## src/rtl/div_sequencer_if.sv

```systemverilog
// Start/done handshake plus operand and result buses between the control unit and the
// iterative divider.
interface div_sequencer_if #(
    parameter int WIDTH = 32
);
    logic             start;
    logic             is_signed;
    logic [WIDTH-1:0] dividend;
    logic [WIDTH-1:0] divisor;
    logic             busy;
    logic             done;
    logic             div_zero;
    logic [WIDTH-1:0] quotient;
    logic [WIDTH-1:0] remainder;

    modport master (
        output start, is_signed, dividend, divisor,
        input  busy, done, div_zero, quotient, remainder
    );

    modport slave (
        input  start, is_signed, dividend, divisor,
        output busy, done, div_zero, quotient, remainder
    );
endinterface

```

## src/rtl/div_sequencer.sv

```systemverilog
// Iterative non-restoring divider for DIV/DIVU: one quotient bit per clock through a single
// shared adder/subtractor; quotient goes to LO, remainder to HI.
module div_sequencer #(
    parameter int WIDTH = 32
) (
    input  logic           clock,
    input  logic           clear,
    div_sequencer_if.slave bus
);
    localparam int CW = $clog2(WIDTH);

    typedef enum logic [2:0] {
        S_IDLE,
        S_SETUP,
        S_ITER,
        S_FIXUP,
        S_DONE
    } state_t;

    state_t           r_state;
    logic             r_signed;
    logic [WIDTH-1:0] r_dividend;
    logic [WIDTH-1:0] r_divisor;
    logic             r_sign_q;
    logic             r_sign_r;
    logic             r_zero;
    logic [WIDTH:0]   r_a;
    logic [WIDTH:0]   r_m;
    logic [WIDTH-1:0] r_q;
    logic [CW-1:0]    r_count;
    logic             r_busy;
    logic             r_done;
    logic             r_div_zero;
    logic [WIDTH-1:0] r_quotient;
    logic [WIDTH-1:0] r_remainder;

    logic             w_sd;
    logic             w_sv;
    logic [WIDTH-1:0] w_abs_dividend;
    logic [WIDTH-1:0] w_abs_divisor;
    logic [WIDTH:0]   w_a_shift;
    logic [WIDTH:0]   w_add_in;
    logic [WIDTH:0]   w_operand;
    logic             w_sub;
    logic [WIDTH:0]   w_sum;
    logic [WIDTH-1:0] w_rem_mag;

    // The one adder serves both ITER (shifted A +/- M) and FIXUP (A + M restore).
    // NOTE: every always_comb output is assigned on every path, so no latch can be inferred.
    always_comb begin
        w_sd           = r_signed & r_dividend[WIDTH-1];
        w_sv           = r_signed & r_divisor[WIDTH-1];
        w_abs_dividend = w_sd ? -r_dividend : r_dividend;
        w_abs_divisor  = w_sv ? -r_divisor : r_divisor;
        w_a_shift      = {r_a[WIDTH-1:0], r_q[WIDTH-1]};
        w_sub          = (r_state == S_ITER) && !r_a[WIDTH];
        w_add_in       = (r_state == S_ITER) ? w_a_shift : r_a;
        w_operand      = w_sub ? ~r_m : r_m;
        w_sum          = w_add_in + w_operand + {{WIDTH{1'b0}}, w_sub};
        w_rem_mag      = r_a[WIDTH] ? w_sum[WIDTH-1:0] : r_a[WIDTH-1:0];
    end

    // NOTE: state is updated with non-blocking assignments so every register samples
    // pre-edge values, independent of statement order.
    always_ff @(posedge clock or posedge clear) begin
        if (clear) begin
            r_state     <= S_IDLE;
            r_signed    <= 1'b0;
            r_dividend  <= '0;
            r_divisor   <= '0;
            r_sign_q    <= 1'b0;
            r_sign_r    <= 1'b0;
            r_zero      <= 1'b0;
            r_a         <= '0;
            r_m         <= '0;
            r_q         <= '0;
            r_count     <= '0;
            r_busy      <= 1'b0;
            r_done      <= 1'b0;
            r_div_zero  <= 1'b0;
            r_quotient  <= '0;
            r_remainder <= '0;
        end else begin
            r_done <= 1'b0;
            case (r_state)
                S_IDLE: begin
                    if (bus.start) begin
                        r_signed   <= bus.is_signed;
                        r_dividend <= bus.dividend;
                        r_divisor  <= bus.divisor;
                        r_div_zero <= 1'b0;
                        r_busy     <= 1'b1;
                        r_state    <= S_SETUP;
                    end
                end
                S_SETUP: begin
                    r_sign_q <= w_sd ^ w_sv;
                    r_sign_r <= w_sd;
                    r_q      <= w_abs_dividend;
                    r_m      <= {1'b0, w_abs_divisor};
                    r_a      <= '0;
                    r_count  <= '0;
                    r_zero   <= (r_divisor == '0);
                    // A zero divisor skips the iterations and is resolved in FIXUP.
                    r_state  <= (r_divisor == '0) ? S_FIXUP : S_ITER;
                end
                S_ITER: begin
                    r_a <= w_sum;
                    r_q <= {r_q[WIDTH-2:0], ~w_sum[WIDTH]};
                    if (r_count == CW'(WIDTH - 1)) begin
                        r_count <= '0;
                        r_state <= S_FIXUP;
                    end else begin
                        r_count <= r_count + 1'b1;
                    end
                end
                S_FIXUP: begin
                    if (r_zero) begin
                        r_quotient  <= '0;
                        r_remainder <= r_dividend;
                        r_div_zero  <= 1'b1;
                    end else begin
                        r_quotient  <= r_sign_q ? -r_q : r_q;
                        r_remainder <= r_sign_r ? -w_rem_mag : w_rem_mag;
                    end
                    r_busy  <= 1'b0;
                    r_done  <= 1'b1;
                    r_state <= S_DONE;
                end
                S_DONE: begin
                    r_state <= S_IDLE;
                end
                default: begin
                    r_state <= S_IDLE;
                end
            endcase
        end
    end

    assign bus.busy      = r_busy;
    assign bus.done      = r_done;
    assign bus.div_zero  = r_div_zero;
    assign bus.quotient  = r_quotient;
    assign bus.remainder = r_remainder;
endmodule

```

## src/flat_wrapper.sv

```systemverilog
// flat-port wrapper written by rule: the top's interface ports become plain ports
module div_sequencer_flat 
#(
    parameter int WIDTH = 32
)
  (clock, clear, bus_start, bus_is_signed, bus_dividend, bus_divisor, bus_busy, bus_done, bus_div_zero, bus_quotient, bus_remainder);
  div_sequencer_if #(.WIDTH(WIDTH)) bus_i ();
  input  logic clock;
  input  logic clear;
  input wire logic [$bits(bus_i.start)-1:0] bus_start;
  input wire logic [$bits(bus_i.is_signed)-1:0] bus_is_signed;
  input wire logic [$bits(bus_i.dividend)-1:0] bus_dividend;
  input wire logic [$bits(bus_i.divisor)-1:0] bus_divisor;
  output wire logic [$bits(bus_i.busy)-1:0] bus_busy;
  output wire logic [$bits(bus_i.done)-1:0] bus_done;
  output wire logic [$bits(bus_i.div_zero)-1:0] bus_div_zero;
  output wire logic [$bits(bus_i.quotient)-1:0] bus_quotient;
  output wire logic [$bits(bus_i.remainder)-1:0] bus_remainder;
  assign bus_i.start = bus_start;
  assign bus_i.is_signed = bus_is_signed;
  assign bus_i.dividend = bus_dividend;
  assign bus_i.divisor = bus_divisor;
  assign bus_busy = bus_i.busy;
  assign bus_done = bus_i.done;
  assign bus_div_zero = bus_i.div_zero;
  assign bus_quotient = bus_i.quotient;
  assign bus_remainder = bus_i.remainder;
  div_sequencer #(.WIDTH(WIDTH)) u_core (.clock(clock), .clear(clear), .bus(bus_i));
endmodule
```

## config.mk

```make
export PLATFORM = sky130hd
export DESIGN_NAME = div_sequencer_flat
export DESIGN_NICKNAME = d
export VERILOG_FILES = /design/src/rtl/div_sequencer_if.sv /design/src/rtl/div_sequencer.sv /design/src/flat_wrapper.sv
export SDC_FILE = /design/constraint.sdc
export NUM_CORES = 1
export LEC_CHECK = 0
export CAP_MARGIN = 20
export CORE_MARGIN = 5
export CORE_UTILIZATION = 48
export DETAILED_ROUTE_END_ITERATION = 6
export PLACE_DENSITY = 0.71
export RECOVER_POWER = 100
export SLEW_MARGIN = 20
export SYNTH_ARGS = -nofsm -noshare
export SYNTH_HDL_FRONTEND = slang
export SYNTH_SLANG_ARGS = --single-unit
```

## constraint.sdc

```tcl
create_clock -name clock -period 7.58 [get_ports clock]
set_clock_uncertainty 0.1 [all_clocks]
set_input_delay 0.758 -clock clock [delete_from_list [all_inputs] [get_ports clock]]
set_output_delay 0.758 -clock clock [all_outputs]
set_load 0.01 [all_outputs]
```

==> results of run 1 <==
## worst max-delay path: stages (launching register included)
cell       delay [ns]
dfrtp_1          0.46
or3b_1           0.47
nor2_1           0.42
buf_4            0.47
xor2_1           0.13
ha_1             0.44
a21oi_1          0.31
o21ai_0          0.28
nand3b_1         0.35
a221o_1          0.41
nand4bb_1        0.31
nor4_1           0.72
nand3_1          0.39
o21ai_0          0.31
xnor2_1          0.09
a221o_1          0.34
## cell usage after synthesis (9+ instances only)
library cell / count
a21o_1: 12
nor4_1: 17
xor2_1: 103
xnor2_1: 71
nor2_1: 96
mux2i_1: 18
buf_1: 12
a21oi_1: 99
and3_1: 10
a31oi_1: 13
o31ai_1: 28
nor3_1: 31
dfrtp_1: 240
a22o_1: 15
mux2_2: 63
or3_1: 15
o21a_1: 14
nand2_1: 293
o21ai_0: 200
ha_1: 37
and2_1: 10
a22oi_1: 31
clkbuf_1: 95
o41ai_1: 9
nand2b_1: 15
nand3_1: 26
nor2b_1: 13
inv_1: 28
nand4_1: 17
## how the worst max path moves through the flow
| stage | from | end | slack, ns |
|---|---|---|---|
| 3_5_place_dp | u_core.r_state[0] | u_core.bus.remainder[31] | 1.78 |
| 3_3_place_gp | u_core.r_state[0] | u_core.bus.remainder[29] | 1.89 |
| 2_1_floorplan | clear | u_core.bus.busy | 0.13 |
| 5_1_grt | u_core.r_state[0] | u_core.bus.remainder[31] | 1.01 |
| 6_report | u_core.r_state[0] | u_core.bus.remainder[29] | 1.46 |
| 4_1_cts | u_core.r_state[0] | u_core.bus.remainder[31] | 1.76 |
## area by class of cell
| cell class | count | area [µm²] |
|---|---|---|
| flip-flops and latches | 240 | 6010 |
| well taps | 402 | 503 |
| inverters | 30 | 114 |
| repair buffers | 147 | 1430 |
| fillers | 2823 | 13900 |
| clock buffers | 41 | 778 |
| multi-input cells | 1362 | 8570 |
| clock inverters | 7 | 75.1 |
## cell families after synthesis
logic type	Yosys count	synth area share, %
multiplexers	81	5.87
AND/OR/NAND/NOR	580	17.8
adder cells (fa/ha/maj)	38	3.19
XOR/XNOR	174	10.1
buffers and inverters	141	3.59
flip-flops	240	39.7
AO/OA/AOI/OAI	489	19.8
## sequential cells by signal, summed over array words and instances, names as in the netlist
signal and cells:
u_core.r_sign_q 1, u_core.r_a 33, u_core.bus.quotient 32, u_core.r_divisor 32
u_core.r_count 5, u_core.r_q 32, u_core.r_zero 1, u_core.r_state 3
u_core.bus.div_zero 1, u_core.bus.remainder 32, u_core.bus.done 1, u_core.r_sign_r 1
u_core.r_dividend 32, u_core.bus.busy 1, u_core.r_signed 1, u_core.r_m 32
## per-stage QoR
stage | cells | util, %
2_1_floorplan | 1743 | -
3_3_place_gp | 2181 | 53.2
3_5_place_dp | 2181 | 53.2
4_1_cts | 2229 | 56.0
5_1_grt | 2229 | 55.7
6_report | 2229 | 55.7
## layer usage
metal | wire [µm] | part of all wire, % | up-vias | track usage, %
met5 | 0 | 0 | - | 0
met4 | 979 | 2.3 | 0 | 5.28
met3 | 2020 | 4.7 | 57 | 3.33
met2 | 20300 | 47 | 310 | 39.6
met1 | 19800 | 46 | 6344 | 33.7
li1 | - | - | 6309 | -
==> flow_summary.json, run 1 <==
{
  "grt_pass1_vias": 12800,
  "r2r-end": "u_core.bus.remainder[29]",
  "synth.avg_cell_area_um2": 8.69,
  "setup_slack_ns": 1.46,
  "hold_viol": 0,
  "gp_congestion": 0.922,
  "hp-class": "flop to flop",
  "tns_ns": 0,
  "first_iter_violations": 910,
  "clock_latency_ns": 0.55,
  "rows": 65,
  "violations": "capacitance limit, slew limit",
  "root_buffer": "clkbuf_16",
  "cts_hold_buf": 0,
  "worstPathArrival_ns": 6.45,
  "drt-total-wl_mm": 43.1,
  "n_antenna_cell": 0,
  "cts_htree_levels": 1,
  "drc": 0,
  "maxSlewViolCount": 561,
  "worstSetupPathType": "flop to flop",
  "hold_depth": 2,
  "grt_usage_pct": 23.9,
  "drive_gt1_share_pct": 6.90,
  "status": "complete, but fails checks",
  "postSynthCellCount": 1743,
  "synth_area_leaders": "dfrtp_1 40%, nand2_1 7.3%, o21ai_0 6.6%, xor2_1 6.0%, mux2_2 4.7%",
  "antenna_left": 0,
  "ys_ff_latch": 240,
  "area_delta_synth_final_pct": 15.4,
  "clk_path_buf_depth": 3,
  "crit_fanout": 26,
  "num_io_pins": 135,
  "stdcell_area_um2": 17500,
  "rsz0062_at_grt": "false",
  "holdPathEnd": "u_core.bus.quotient[3]",
  "tritoncts": "yes",
  "layout.cells.most_common_list": "293 x nand2_1, 239 x dfrtp_1, 200 x o21ai_0, 103 x xor2_1, 99 x a21oi_1",
  "io_buffers": 134,
  "synth.top_cell.area_share_pct": 39.7,
  "gr-total-overflow": 0,
  "dpl.hpwl_mm": 31.5,
  "die_x_um": 188,
  "viasPerCell": 5.84,
  "die_area_um2": 35200,
  "post_cts_buffers": 0,
  "clock_sink_count": 240,
  "reg2reg_slack_ns": 1.46,
  "synth_largest_area_cell": "dfrtp_1",
  "cts_resized": 0,
  "min_from": "u_core.bus.quotient[3]",
  "cts_buffers": 27,
  "die_y_um": 188,
  "drt_first_pass_iters": 5,
  "yosysSeqAreaShare_pct": 39.7,
  "worst_slew_pin_slew_ns": 3.44,
  "synth_ff_type": "dfrtp_1",
  "async_reset_ff_share_pct": 100,
  "r2r-start": "u_core.r_state[0]",
  "fin_crit_ns": 6.12,
  "layout_commonest_cell": "nand2_1",
  "clk_pin_slew_ns": 0.06,
  "grt_max_degree": 168,
  "hold_slack_ns": 0.370,
  "cp.required_ns": 7.91,
  "start_util_pct": 48.2,
  "nets": 1914,
  "via_count": 13000,
  "cp-end-kind": "flop",
  "timing.slew.headroom_pct": -130,
  "synth_nets": 1849,
  "antenna_found_initial": 1,
  "synth-edff-count": 0,
  "synth_warnings": 0,
  "finalCritPeriodShare_pct": 80.7,
  "syn_area_um2": 15100,
  "pre_cts_ws_ns": 1.78,
  "place_area_um2": 16700,
  "avgRoutedWirePerCell_um": 19.3,
  "setup_viol": 0,
  "core_region_area_um2": 31400,
  "maxCapViolCount": 8,
  "synth.distinct_cells": 79,
  "fmax_ghz": 0.163,
  "reg2reg_depth": 15,
  "cp-start-kind": "flop",
  "grt_first_pass_wirelength_mm": 69.9
}
Power of run 1 is left out: the tool's default activity adds up to more than one toggle a clock period on the data nets, which glitch-free logic cannot reach.
==> run 2: changes to the inputs <==
- clock period: 7.58 -> 5.4 ns (I/O delays scaled with it)
==> flow_summary.json, run 2 (synthesis results as in run 1) <==
{
  "crit_end": "u_core.bus.remainder[28]",
  "cts_htree_levels": 1,
  "crit_path_max_incr_delay_ns": 0.62,
  "drc": 0,
  "cts_hold_buf": 0,
  "avgRoutedWirePerCell_um": 19.3,
  "core_region_area_um2": 31400,
  "num_io_pins": 135,
  "gp_congestion": 0.930,
  "setup_viol": 0,
  "crit_family": "simple AND/OR/NAND/NOR gates",
  "layout.cells.most_common_list": "292 x nand2_1, 239 x dfrtp_1, 199 x o21ai_0, 133 x clkdlybuf4s50_1, 103 x xor2_1",
  "clock_sink_count": 240,
  "viasPerCell": 5.89,
  "r2r-start": "u_core.r_state[1]",
  "status": "complete, but fails checks",
  "hold_slack_ns": 0.373,
  "cp-start-kind": "flop",
  "maxSlewViolCount": 303,
  "rsz0062_at_grt": "false",
  "start_util_pct": 48.2,
  "critPathBufInv": 1,
  "violations": "capacitance limit, slew limit",
  "reg2reg_depth": 16,
  "tritoncts": "yes",
  "grt_pass1_vias": 12800,
  "dp.cells": 2216,
  "r2r-end": "u_core.bus.remainder[28]",
  "finalNonFillerCells": 2269,
  "tns_ns": 0,
  "finalCritPeriodShare_pct": 94.5,
  "drive_gt1_share_pct": 10.6,
  "grt_max_degree": 126,
  "fillers": 2867,
  "layout_commonest_cell": "nand2_1",
  "fmax_ghz": 0.196,
  "via_count": 13400,
  "grt_usage_pct": 24.2,
  "fin_crit_ns": 5.10,
  "clock_latency_ns": 0.55,
  "grt_first_pass_wirelength_mm": 70.3,
  "clk_path_buf_depth": 3,
  "crit_chain": "or3b_4 > nor2_4 > buf_12 > xor2_1 > ha_2 > nand2_1 > or3_1 > o21ba_2 > o21ai_0 > a31oi_4 > nand4_2 > or4b_4 > or3_4 > or4_1 > o21ai_0 > nor4_1",
  "drt-total-wl_mm": 43.8,
  "clk_pin_slew_ns": 0.06,
  "maxCapViolCount": 5,
  "rows": 65,
  "antenna_found_initial": 0,
  "nets": 1951,
  "critPathSlowestCell": "or4b_4",
  "largest_register": "u_core.r_a",
  "die_area_um2": 35200,
  "dpl.hpwl_mm": 32.1,
  "timing.slew.headroom_pct": -106,
  "reg2reg_slack_ns": 0.30,
  "worstPathArrival_ns": 5.42,
  "crit_start": "u_core.r_state[1]",
  "worstSetupPathType": "flop to flop",
  "first_iter_violations": 1116,
  "drt_first_pass_iters": 6,
  "die_y_um": 188,
  "crit_cells": 16,
  "cp-end-kind": "flop",
  "root_buffer": "clkbuf_16",
  "area_delta_synth_final_pct": 19.0,
  "hold_viol": 0,
  "io_buffers": 134,
  "cts_buffers": 28,
  "crit_top_cell": "o21ai_0",
  "crit_fanout": 30,
  "n_antenna_cell": 0,
  "largest_register_ffs": 33,
  "worst_slew_pin_slew_ns": 3.09,
  "die_x_um": 188,
  "hp-class": "flop to flop",
  "gr-total-overflow": 0,
  "antenna_left": 0,
  "cp.required_ns": 5.72
}
-- run 2: cell types whose count changed in the layout (fill, tap and decap cells not counted), sizes merged --
cell	delta
buf	+34
bufinv	+1
clkdlybuf4s50	+68
clkinv	+5
clkinvlp	+1
dlygate4sd3	-68
inv	-1
-- run 2: per-layer routing --
layer	track usage (%)	share of wire, %
met1	33.4	45
met2	39.8	47
met3	3.15	5.1
met4	7.57	3.4
met5	0	0
-- run 2: how the worst min path moves through the flow --
stage | endpoint | from | slack (ns) | cells past startpoint
6_report | u_core.bus.quotient[2] | u_core.bus.quotient[2] | 0.37 | 2
5_1_grt | u_core.bus.quotient[6] | u_core.bus.quotient[6] | 0.39 | 2
4_1_cts | u_core.r_state[0] | clear | 0.26 | 2
3_5_place_dp | u_core.bus.quotient[17] | u_core.bus.quotient[17] | 0.37 | 2
3_3_place_gp | u_core.r_count[3] | u_core.r_count[3] | 0.36 | 1
2_1_floorplan | u_core.r_count[3] | u_core.r_count[3] | 0.34 | 1
-- run 2: layout make-up --
class / instances / area (µm²) / area share [%]
clock inverters: 13 / 121 / 0.674
multi-input cells: 1362 / 8750 / 48.6
well taps: 402 / 503 / 2.79
flip-flops and latches: 240 / 6010 / 33.3
inverters: 30 / 114 / 0.632
clock buffers: 39 / 803 / 4.46
repair buffers: 183 / 1720 / 9.54
-- run 2: worst register-to-register path: stages (launching register included) --
cell,delay [ns]
dfrtp_1,0.42
or3b_4,0.44
nor2_4,0.14
buf_12,0.22
xor2_1,0.11
ha_2,0.39
nand2_1,0.15
or3_1,0.41
o21ba_2,0.29
o21ai_0,0.16
a31oi_4,0.27
nand4_2,0.20
or4b_4,0.62
or3_4,0.42
or4_1,0.46
o21ai_0,0.08
nor4_1,0.08
-- run 2: per-stage QoR --
stage                     utilization [%]  setup WS [ns]  area, µm²
after floorplan                         -         0.0111      15200
after global placement               54.3          0.209      17000
after detailed placement             54.3         0.0999      17100
after CTS                            57.3         0.0778      18000
after global routing                 57.4       0.000261      18000
final                                57.4          0.296      18000
-- run 2: what timing repair did --
action                                  CTS  global route
gates resized for setup                   0            22
endpoints found under the setup margin    0             7
setup buffers                             0             1
Power of run 2 is left out for the same reason.
==> run 3: changes to the inputs <==
- CORE_ASPECT_RATIO: unset -> 1.5
==> flow_summary.json, run 3 (synthesis results as in run 1) <==
{
  "status": "complete, but fails checks",
  "violations": "capacitance limit, slew limit",
  "fmax_ghz": 0.195,
  "gr-total-overflow": 0,
  "die_y_um": 228,
  "met1_length_mm": 16.7,
  "cp.required_ns": 5.72,
  "layout_commonest_cell": "nand2_1",
  "cp-end-kind": "flop",
  "drt_first_pass_iters": 7,
  "num_io_pins": 135,
  "root_buffer": "clkbuf_16",
  "antenna_left": 0,
  "timing.slew.headroom_pct": -128,
  "maxCapViolCount": 5,
  "clk_path_buf_depth": 3,
  "avgRoutedWirePerCell_um": 18.7,
  "antenna_found_initial": 0,
  "nets": 1992,
  "clock_latency_ns": 0.55,
  "rsz0062_at_grt": "false",
  "maxSlewViolCount": 384,
  "worstPathArrival_ns": 5.45,
  "critPathBufInv": 1,
  "drt-total-wl_mm": 43.1,
  "rows": 79,
  "gp_congestion": 0.918,
  "hp-class": "flop to flop",
  "setup_viol": 0,
  "cp-start-kind": "flop",
  "grt_usage_pct": 24.1,
  "wl_met3_mm": 2.00,
  "tns_ns": 0,
  "drc": 0,
  "n_antenna_cell": 0,
  "first_iter_violations": 845,
  "clk_pin_slew_ns": 0.07,
  "worst_slew_pin_slew_ns": 3.42,
  "top_layer": "met4",
  "largest_register_ffs": 33,
  "clock_sink_count": 240,
  "cts_htree_levels": 1,
  "hold_viol": 0,
  "crit_fanout": 54,
  "crit_path_max_incr_delay_ns": 0.60,
  "layout.cells.most_common_list": "293 x nand2_1, 239 x dfrtp_1, 199 x o21ai_0, 102 x xor2_1, 96 x a21oi_1",
  "finalCritPeriodShare_pct": 95.0,
  "crit_chain": "or3b_1 > buf_12 > nor3_2 > nor2_1 > fa_1 > nor2b_1 > o311a_1 > o21ai_0 > a2111o_1 > a31oi_4 > mux2i_2 > a2bb2oi_1 > or4bb_4 > o41ai_2 > xnor2_1 > o22ai_1",
  "area_delta_synth_final_pct": 20.1,
  "core_region_area_um2": 31100,
  "critPathSlowestCell": "or4bb_4",
  "crit_family": "compound AO/OA/AOI/OAI gates",
  "grt_max_degree": 139,
  "start_util_pct": 48.6,
  "die_x_um": 155,
  "die_area_um2": 35300,
  "dpl.hpwl_mm": 32.6,
  "cts_buffers": 25,
  "met2_length_mm": 22.0,
  "via_count": 13200,
  "viasPerCell": 5.70,
  "largest_register": "u_core.r_a",
  "tritoncts": "yes",
  "io_buffers": 134,
  "grt_pass1_vias": 12900,
  "grt_first_pass_wirelength_mm": 68.5,
  "fin_crit_ns": 5.13,
  "worstSetupPathType": "flop to flop",
  "cts_hold_buf": 0,
  "drive_gt1_share_pct": 11.6
}
## run 3: worst paths after layout
path,cells after the start,end,slack [ns],start
hold / removal,2,u_core.bus.quotient[10],0.37,u_core.bus.quotient[10]
setup / recovery,16,u_core.bus.remainder[30],0.27,u_core.r_state[1]
min in group asynchronous,3,u_core.r_q[28],1.33,clear
setup reg to reg,16,u_core.bus.remainder[30],0.27,u_core.r_state[1]
hold reg to reg,2,u_core.bus.quotient[10],0.37,u_core.bus.quotient[10]
max in group asynchronous,3,u_core.r_divisor[29],1.53,clear
## run 3: per-layer routing
metal	vias up	track usage [%]
met5	-	0
met3	110	2.61
met2	354	44.0
met1	6231	27.6
met4	0	12.6
li1	6470	-
## run 3: what timing repair did
item,in CTS,in global routing
buffers inserted,0,1
resized for setup,0,14
endpoints found under the setup margin,0,5
## run 3: area by class of cell
cell class / count / area, µm²
clock buffers: 34 / 719
clock inverters: 12 / 133
repair buffers: 227 / 2010
inverters: 30 / 114
fillers: 2860 / 12900
multi-input cells: 1362 / 8700
well taps: 405 / 507
flip-flops and latches: 240 / 6010
## run 3: metrics by stage
| step | setup WS [ns] | utilization (%) | hold slack (ns) | cell area (µm²) | cells |
|---|---|---|---|---|---|
| 2_1_floorplan | 0.0111 | - | 0.339 | 15200 | 1743 |
| 3_3_place_gp | 0.317 | 55.8 | 0.354 | 17400 | 2263 |
| 3_5_place_dp | 0.119 | 55.8 | 0.358 | 17400 | 2263 |
| 4_1_cts | 0.111 | 58.5 | 0.372 | 18200 | 2309 |
| 5_1_grt | 0.0152 | 58.4 | 0.394 | 18200 | 2310 |
| 6_report | 0.269 | 58.4 | 0.371 | 18200 | 2310 |
## run 3: worst reg2reg max path, delay by kind of cell, from the launching register on
kind | cells | cell delay, ns
buffers and inverters | 1 | 0.21
flip-flops | 1 | 0.42
AO/OA/AOI/OAI | 7 | 1.87
adder cells (fa/ha/maj) | 1 | 0.40
multiplexers | 1 | 0.27
XOR/XNOR | 1 | 0.17
AND/OR/NAND/NOR | 5 | 1.59
Power of run 3 is left out for the same reason.
